File: config.mk
export PLATFORM = sky130hd
export DESIGN_NAME = spi_frame_sequencer
export DESIGN_NICKNAME = d
export VERILOG_FILES = /design/src/rtl/spi_frame_sequencer.sv
export SDC_FILE = /design/constraint.sdc
export NUM_CORES = 1
export LEC_CHECK = 0
export ABC_AREA = 1
export CORE_MARGIN = 2
export CORE_UTILIZATION = 40
export CTS_CLUSTER_DIAMETER = 150
export DETAILED_ROUTE_END_ITERATION = 10
export PLACE_DENSITY = 0.63
export SYNTH_ARGS = -nofsm -noshare
export SYNTH_HDL_FRONTEND = slang
export SYNTH_SLANG_ARGS = --single-unit
File: constraint.sdc
create_clock -name sys_clk -period 3.1 [get_ports sys_clk]
set_input_delay 0.465 -clock sys_clk [delete_from_list [all_inputs] [get_ports sys_clk]]
set_output_delay 0.465 -clock sys_clk [all_outputs]
set_load 0.02 [all_outputs]
File: src/rtl/spi_frame_sequencer.sv
// SPI master that streams a 16 x 16-bit configuration image as one 256-bit frame,
// framed by idle lead and gap intervals, optionally repeating continuously.
module spi_frame_sequencer #(
  parameter int CLK_DIV      = 1,
  parameter int LEAD_PERIODS = 4,
  parameter int GAP_PERIODS  = 10
) (
  input  logic        sys_clk,
  input  logic        rst,
  input  logic        wr_en,
  input  logic [3:0]  wr_addr,
  input  logic [15:0] wr_data,
  output logic        wr_ack,
  input  logic        start,
  input  logic        cont,
  output logic        busy,
  output logic        done,
  output logic        spi_en,
  output logic        spi_clk_out,
  output logic        spi_in
);

  typedef enum logic [1:0] {IDLE, LEAD, SHIFT, GAP} state_t;

  localparam logic [7:0] PHASE_LAST = 8'(CLK_DIV - 1);
  localparam logic [7:0] LEAD_LAST  = 8'(LEAD_PERIODS - 1);
  localparam logic [7:0] GAP_LAST   = 8'(GAP_PERIODS - 1);
  localparam logic [7:0] BIT_LAST   = 8'd255;

  logic [15:0] image_reg [16];

  state_t      state_reg, state_next;
  logic [7:0]  phase_reg, phase_next;
  logic        sclk_reg, sclk_next;
  // Period count in LEAD/GAP, flat bit index in SHIFT.
  logic [7:0]  cnt_reg, cnt_next;
  logic        period_end;
  logic        done_next;
  logic        wr_accept;

  logic        wr_ack_reg, busy_reg, done_reg, spi_en_reg, spi_clk_reg, spi_in_reg;

  assign wr_accept = wr_en && (state_reg == IDLE);

  always_ff @(posedge sys_clk) begin
    if (!rst && wr_accept) begin
      image_reg[wr_addr] <= wr_data;
    end
  end

  always_comb begin
    state_next = state_reg;
    phase_next = phase_reg;
    sclk_next  = sclk_reg;
    cnt_next   = cnt_reg;
    period_end = 1'b0;
    done_next  = 1'b0;

    if (state_reg != IDLE) begin
      if (phase_reg == PHASE_LAST) begin
        phase_next = 8'd0;
        sclk_next  = ~sclk_reg;
        // A period closes on the falling edge of the internal clock.
        period_end = sclk_reg;
      end else begin
        phase_next = phase_reg + 8'd1;
      end
    end

    case (state_reg)
      IDLE: begin
        phase_next = 8'd0;
        sclk_next  = 1'b0;
        cnt_next   = 8'd0;
        if (start) begin
          state_next = LEAD;
        end
      end
      LEAD: begin
        if (period_end) begin
          if (cnt_reg == LEAD_LAST) begin
            state_next = SHIFT;
            cnt_next   = 8'd0;
          end else begin
            cnt_next = cnt_reg + 8'd1;
          end
        end
      end
      SHIFT: begin
        if (period_end) begin
          if (cnt_reg == BIT_LAST) begin
            state_next = GAP;
            cnt_next   = 8'd0;
          end else begin
            cnt_next = cnt_reg + 8'd1;
          end
        end
      end
      GAP: begin
        if (period_end) begin
          if (cnt_reg == GAP_LAST) begin
            cnt_next = 8'd0;
            if (cont) begin
              state_next = SHIFT;
            end else begin
              state_next = IDLE;
              done_next  = 1'b1;
            end
          end else begin
            cnt_next = cnt_reg + 8'd1;
          end
        end
      end
      default: state_next = IDLE;
    endcase
  end

  always_ff @(posedge sys_clk) begin
    if (rst) begin
      state_reg   <= IDLE;
      phase_reg   <= 8'd0;
      sclk_reg    <= 1'b0;
      cnt_reg     <= 8'd0;
      wr_ack_reg  <= 1'b0;
      busy_reg    <= 1'b0;
      done_reg    <= 1'b0;
      spi_en_reg  <= 1'b1;
      spi_clk_reg <= 1'b0;
      spi_in_reg  <= 1'b0;
    end else begin
      state_reg   <= state_next;
      phase_reg   <= phase_next;
      sclk_reg    <= sclk_next;
      cnt_reg     <= cnt_next;
      wr_ack_reg  <= wr_accept;
      busy_reg    <= (state_next != IDLE);
      done_reg    <= done_next;
      spi_en_reg  <= (state_next != SHIFT);
      spi_clk_reg <= (state_next == SHIFT) && sclk_next;
      // MSB of each word goes first, hence the inverted nibble.
      spi_in_reg  <= (state_next == SHIFT) && image_reg[cnt_next[7:4]][~cnt_next[3:0]];
    end
  end

  assign wr_ack      = wr_ack_reg;
  assign busy        = busy_reg;
  assign done        = done_reg;
  assign spi_en      = spi_en_reg;
  assign spi_clk_out = spi_clk_reg;
  assign spi_in      = spi_in_reg;

endmodule

==> impl_results.md <==
- Tightest Pin Transition: 0.694 ns
- Most frequent cells after synthesis: 313 x nand2_1, 256 x edfxtp_1, 177 x inv_1
- Number of remaining DRC errors: 0
- Number of CTS-inserted buffers: 30
- CTS tree: built
- Unique masters post-synth: 39
- Clock Path Buffers: 3
- Ys Warns: 0
- Number of optimization iterations in the first detailed-route pass: 5
- Ys async rst share: 0%
- Unrepaired setup endpoints after global routing: true
- Category of the worst setup path capture point: flop
- # setup viols final: 0
- Number of clock sinks seen by CTS: 281
- CP max-delay cell: dfxtp_1
- Fraction of synthesized cell area taken by the top area cell type: 61.9%
- Worst hold margin: 0.455 ns
- Mean routed wirelength per cell: 17.8 um
- Area fraction in compound gates after synthesis: 7.25%
- WP data arrival: 3.53 ns
- Number of antenna violations at the first check in global routing: 0
- IO Port Bufs: 30
- CP max stage delay: 0.32 ns
- Drt initial violations: 777
- Core outline area: 30,600 sq um
- Number of flip-flops and latches in the synthesized netlist: 281
- Worst min-delay path startpoint: phase_reg[0]
- Via count of the first global-routing pass: 7,920
- Xor-xnor portion of the synthesized cell area: 0.141%
- Hold/Removal Path Class: reg2reg
- First-pass GRT wire length: 45,500 um
- Synthesized Nets: 1,239
- Post-route clock period utilization: 98.5%
- Post-DP HPWL: 16,900 um
- Growth of design area from synthesis to finish: 16.7%
- Critical Setup Path Class: reg2reg
- Number of rows created at floorplan: 64
- Reported leakage power: 0.00593 uW
- Peak ir drop on the vdd network: 0.000540 V
- Portion of the post-synthesis area used by sequential elements: 65.9%
- Final slew viol count: 0
- Hold Vio Cnt, Final: 0
- Final Non-Filler Cells: 1,684
- Top cell type by total area after synthesis: edfxtp_1
- Status: finished, final reports clean
- Weighted congestion reported at the end of routability-driven placement: 0.838
- Number of vias after detailed routing: 8,552
- Fraction of layout cells with a size suffix above 1: 10.2%
- Start point of the critical path: phase_reg[0]
- Global Route Usage Sum: 17.9%
- Post-route worst setup slack: 0.0470 ns
- # Max-Cap Violations: 0
- Area of the die: 32,500 sq um
- Main synth FF type: edfxtp_1
- Fmax: 328 MHz
- Instance count of the mapped netlist: 1,209
- EDFF count, synth: 256
- Cells along the critical path: inv_1 > ha_1 > nand3_1 > nor4_2 > ha_1 > inv_2 > nor2_8 > inv_2 > nand2_2 > o211ai_4 > buf_12 > clkbuf_16 > o21ai_0 > nand2_1 > nand3_1 > nand3_1 > nand2_1 > nand2_1 > a21oi_1 > nor2_1 > nor2_1 > nor2_1
- Overall power consumption: 7790 uW
- Fill cell total of the finished layout: 2,776
- Maximum fanout along the worst path: 29
- DR vias/cell: 5.08
- Maximum number of pins on one net before global-route repair: 83
- Latest clock arrival within the worst-skew pair: 0.59 ns
- Largest register FFs: 256
- Data required time at the worst endpoint: 3.58 ns
- I/O pin cnt: 31
- Average instance area after synthesis: 10.3 sq um
- Initial Utilization: 40.6%
- Cell with the most instances after synthesis: nand2_1
- Ratio of total power to cell area: 538 nW/um^2
- Mapped cell area: 12,400 sq um
- Hold_buf cts: 0
- Fin crit period: 3.05 ns
- Adder-Cell Fraction of Synth Area: 0.504%
- Horiz. Die Dim: 180 um
- Inserted Diodes: 0
- Setup slack at placement: 0.0250 ns
- Antenna Violating Nets Remaining: 0
- Net count reported at finish: 1,295
- Dominant combinational cell family by area after synthesis: simple AND/OR/NAND/NOR gates
- Setup clock skew after layout: 0.0344 ns
- Clk Tree Root Cell: clkbuf_16
- Worst-case headroom to the max-slew limit: 53.6%
- Overall routed net length: 29,900 um
- Fraction of synthesized area in multiplexers: 0%
- Height of the die: 180 um
- Total placed cells including tap cells: 1,623
- Reg clk slew, reported paths: 0.06 ns
- Source of the worst register-to-register timing path: phase_reg[0]
- Cells taking the most area after synthesis: edfxtp_1 62%, nand2_1 9.5%, nand3_1 5.5%, inv_1 5.4%, dfxtp_1 4.0%
- Type of origin of the critical path: flop
- Fraction of the mapped netlist area in simple logic gates: 17.8%
- Final global-route overflow total: 0
- CTS H-Tree Depth: 1
## final timing paths
kind / to / slack [ns] / cells after the start
min reg2reg: phase_reg[0] / 0.45 / 1
max: spi_in / 0.05 / 22
min: phase_reg[0] / 0.45 / 1
max reg2reg: spi_in / 0.05 / 22
## layout make-up
| class | instances | area, sq um | area share, % |
|---|---|---|---|
| Clock inverter | 21 | 168 | 1.16 |
| Clock buffer | 34 | 766 | 5.29 |
| Multi-Input combinational cell | 683 | 3260 | 22.5 |
| Inverter | 185 | 694 | 4.79 |
| Tap cell | 396 | 495 | 3.42 |
| Sequential cell | 281 | 8190 | 56.5 |
| Timing Repair Buffer | 84 | 917 | 6.33 |
## report_power, final
group | switching [uW] | internal, uW
logic | 179 | 83.2
clock network | 1500 | 1870
registers | 6.81 | 4150
## kinds of logic (layout without fill, tap and decap cells)
| kind of cell | after synthesis | count (layout) |
|---|---|---|
| buf+inv | 245 | 324 |
| compound gates | 155 | 155 |
| flops | 281 | 281 |
| fa+ha+maj | 5 | 5 |
| simple gates | 521 | 521 |
| xor+xnor | 2 | 2 |
## stage by stage
| stage | instance area [sq um] | setup TNS [ns] | utilization, % |
|---|---|---|---|
| after detailed placement | 13400 | 0 | 43.9 |
| final | 14500 | 0 | 47.4 |
| after global routing | 14500 | -0.222 | 47.4 |
| after global placement | 13400 | 0 | 43.9 |
| after floorplan | 12400 | 0 | - |
| after CTS | 14300 | 0 | 46.9 |
## layout by cell type (no fill, tap or decap), types with 20 or more instances in the layout
cell type        Yosys  layout
o21ai_0             83      82
nor2_1              52      36
nand3_1            137     137
clkbuf_16            0      34
buf_4                7      38
clkdlybuf4s50_1      0      30
nand2_1            313     313
o21ai_1             29      30
edfxtp_1           256     256
inv_1              177     177
o2111ai_1           20      20
dfxtp_1             25      25
## what timing repair did
action                     4_1_cts  5_1_grt
setup endpoints to repair        0        1
setup buffers                    0        2
resized for setup                0        3
## critical path: cells and delay by family, from the launching register on
| kind | cells | cell delay, ns |
|---|---|---|
| simple gates | 12 | 1.14 |
| buf+inv | 5 | 0.62 |
| compound gates | 3 | 0.50 |
| fa+ha+maj | 2 | 0.39 |
| flops | 1 | 0.32 |
## per-layer routing
metal / global-route usage, % / wire (um)
met5: 0 / 0
met1: 24.1 / 12900
met3: 2.69 / 2120
met4: 6.16 / 1040
met2: 29.5 / 13900
(Power assumes the default switching activity.)
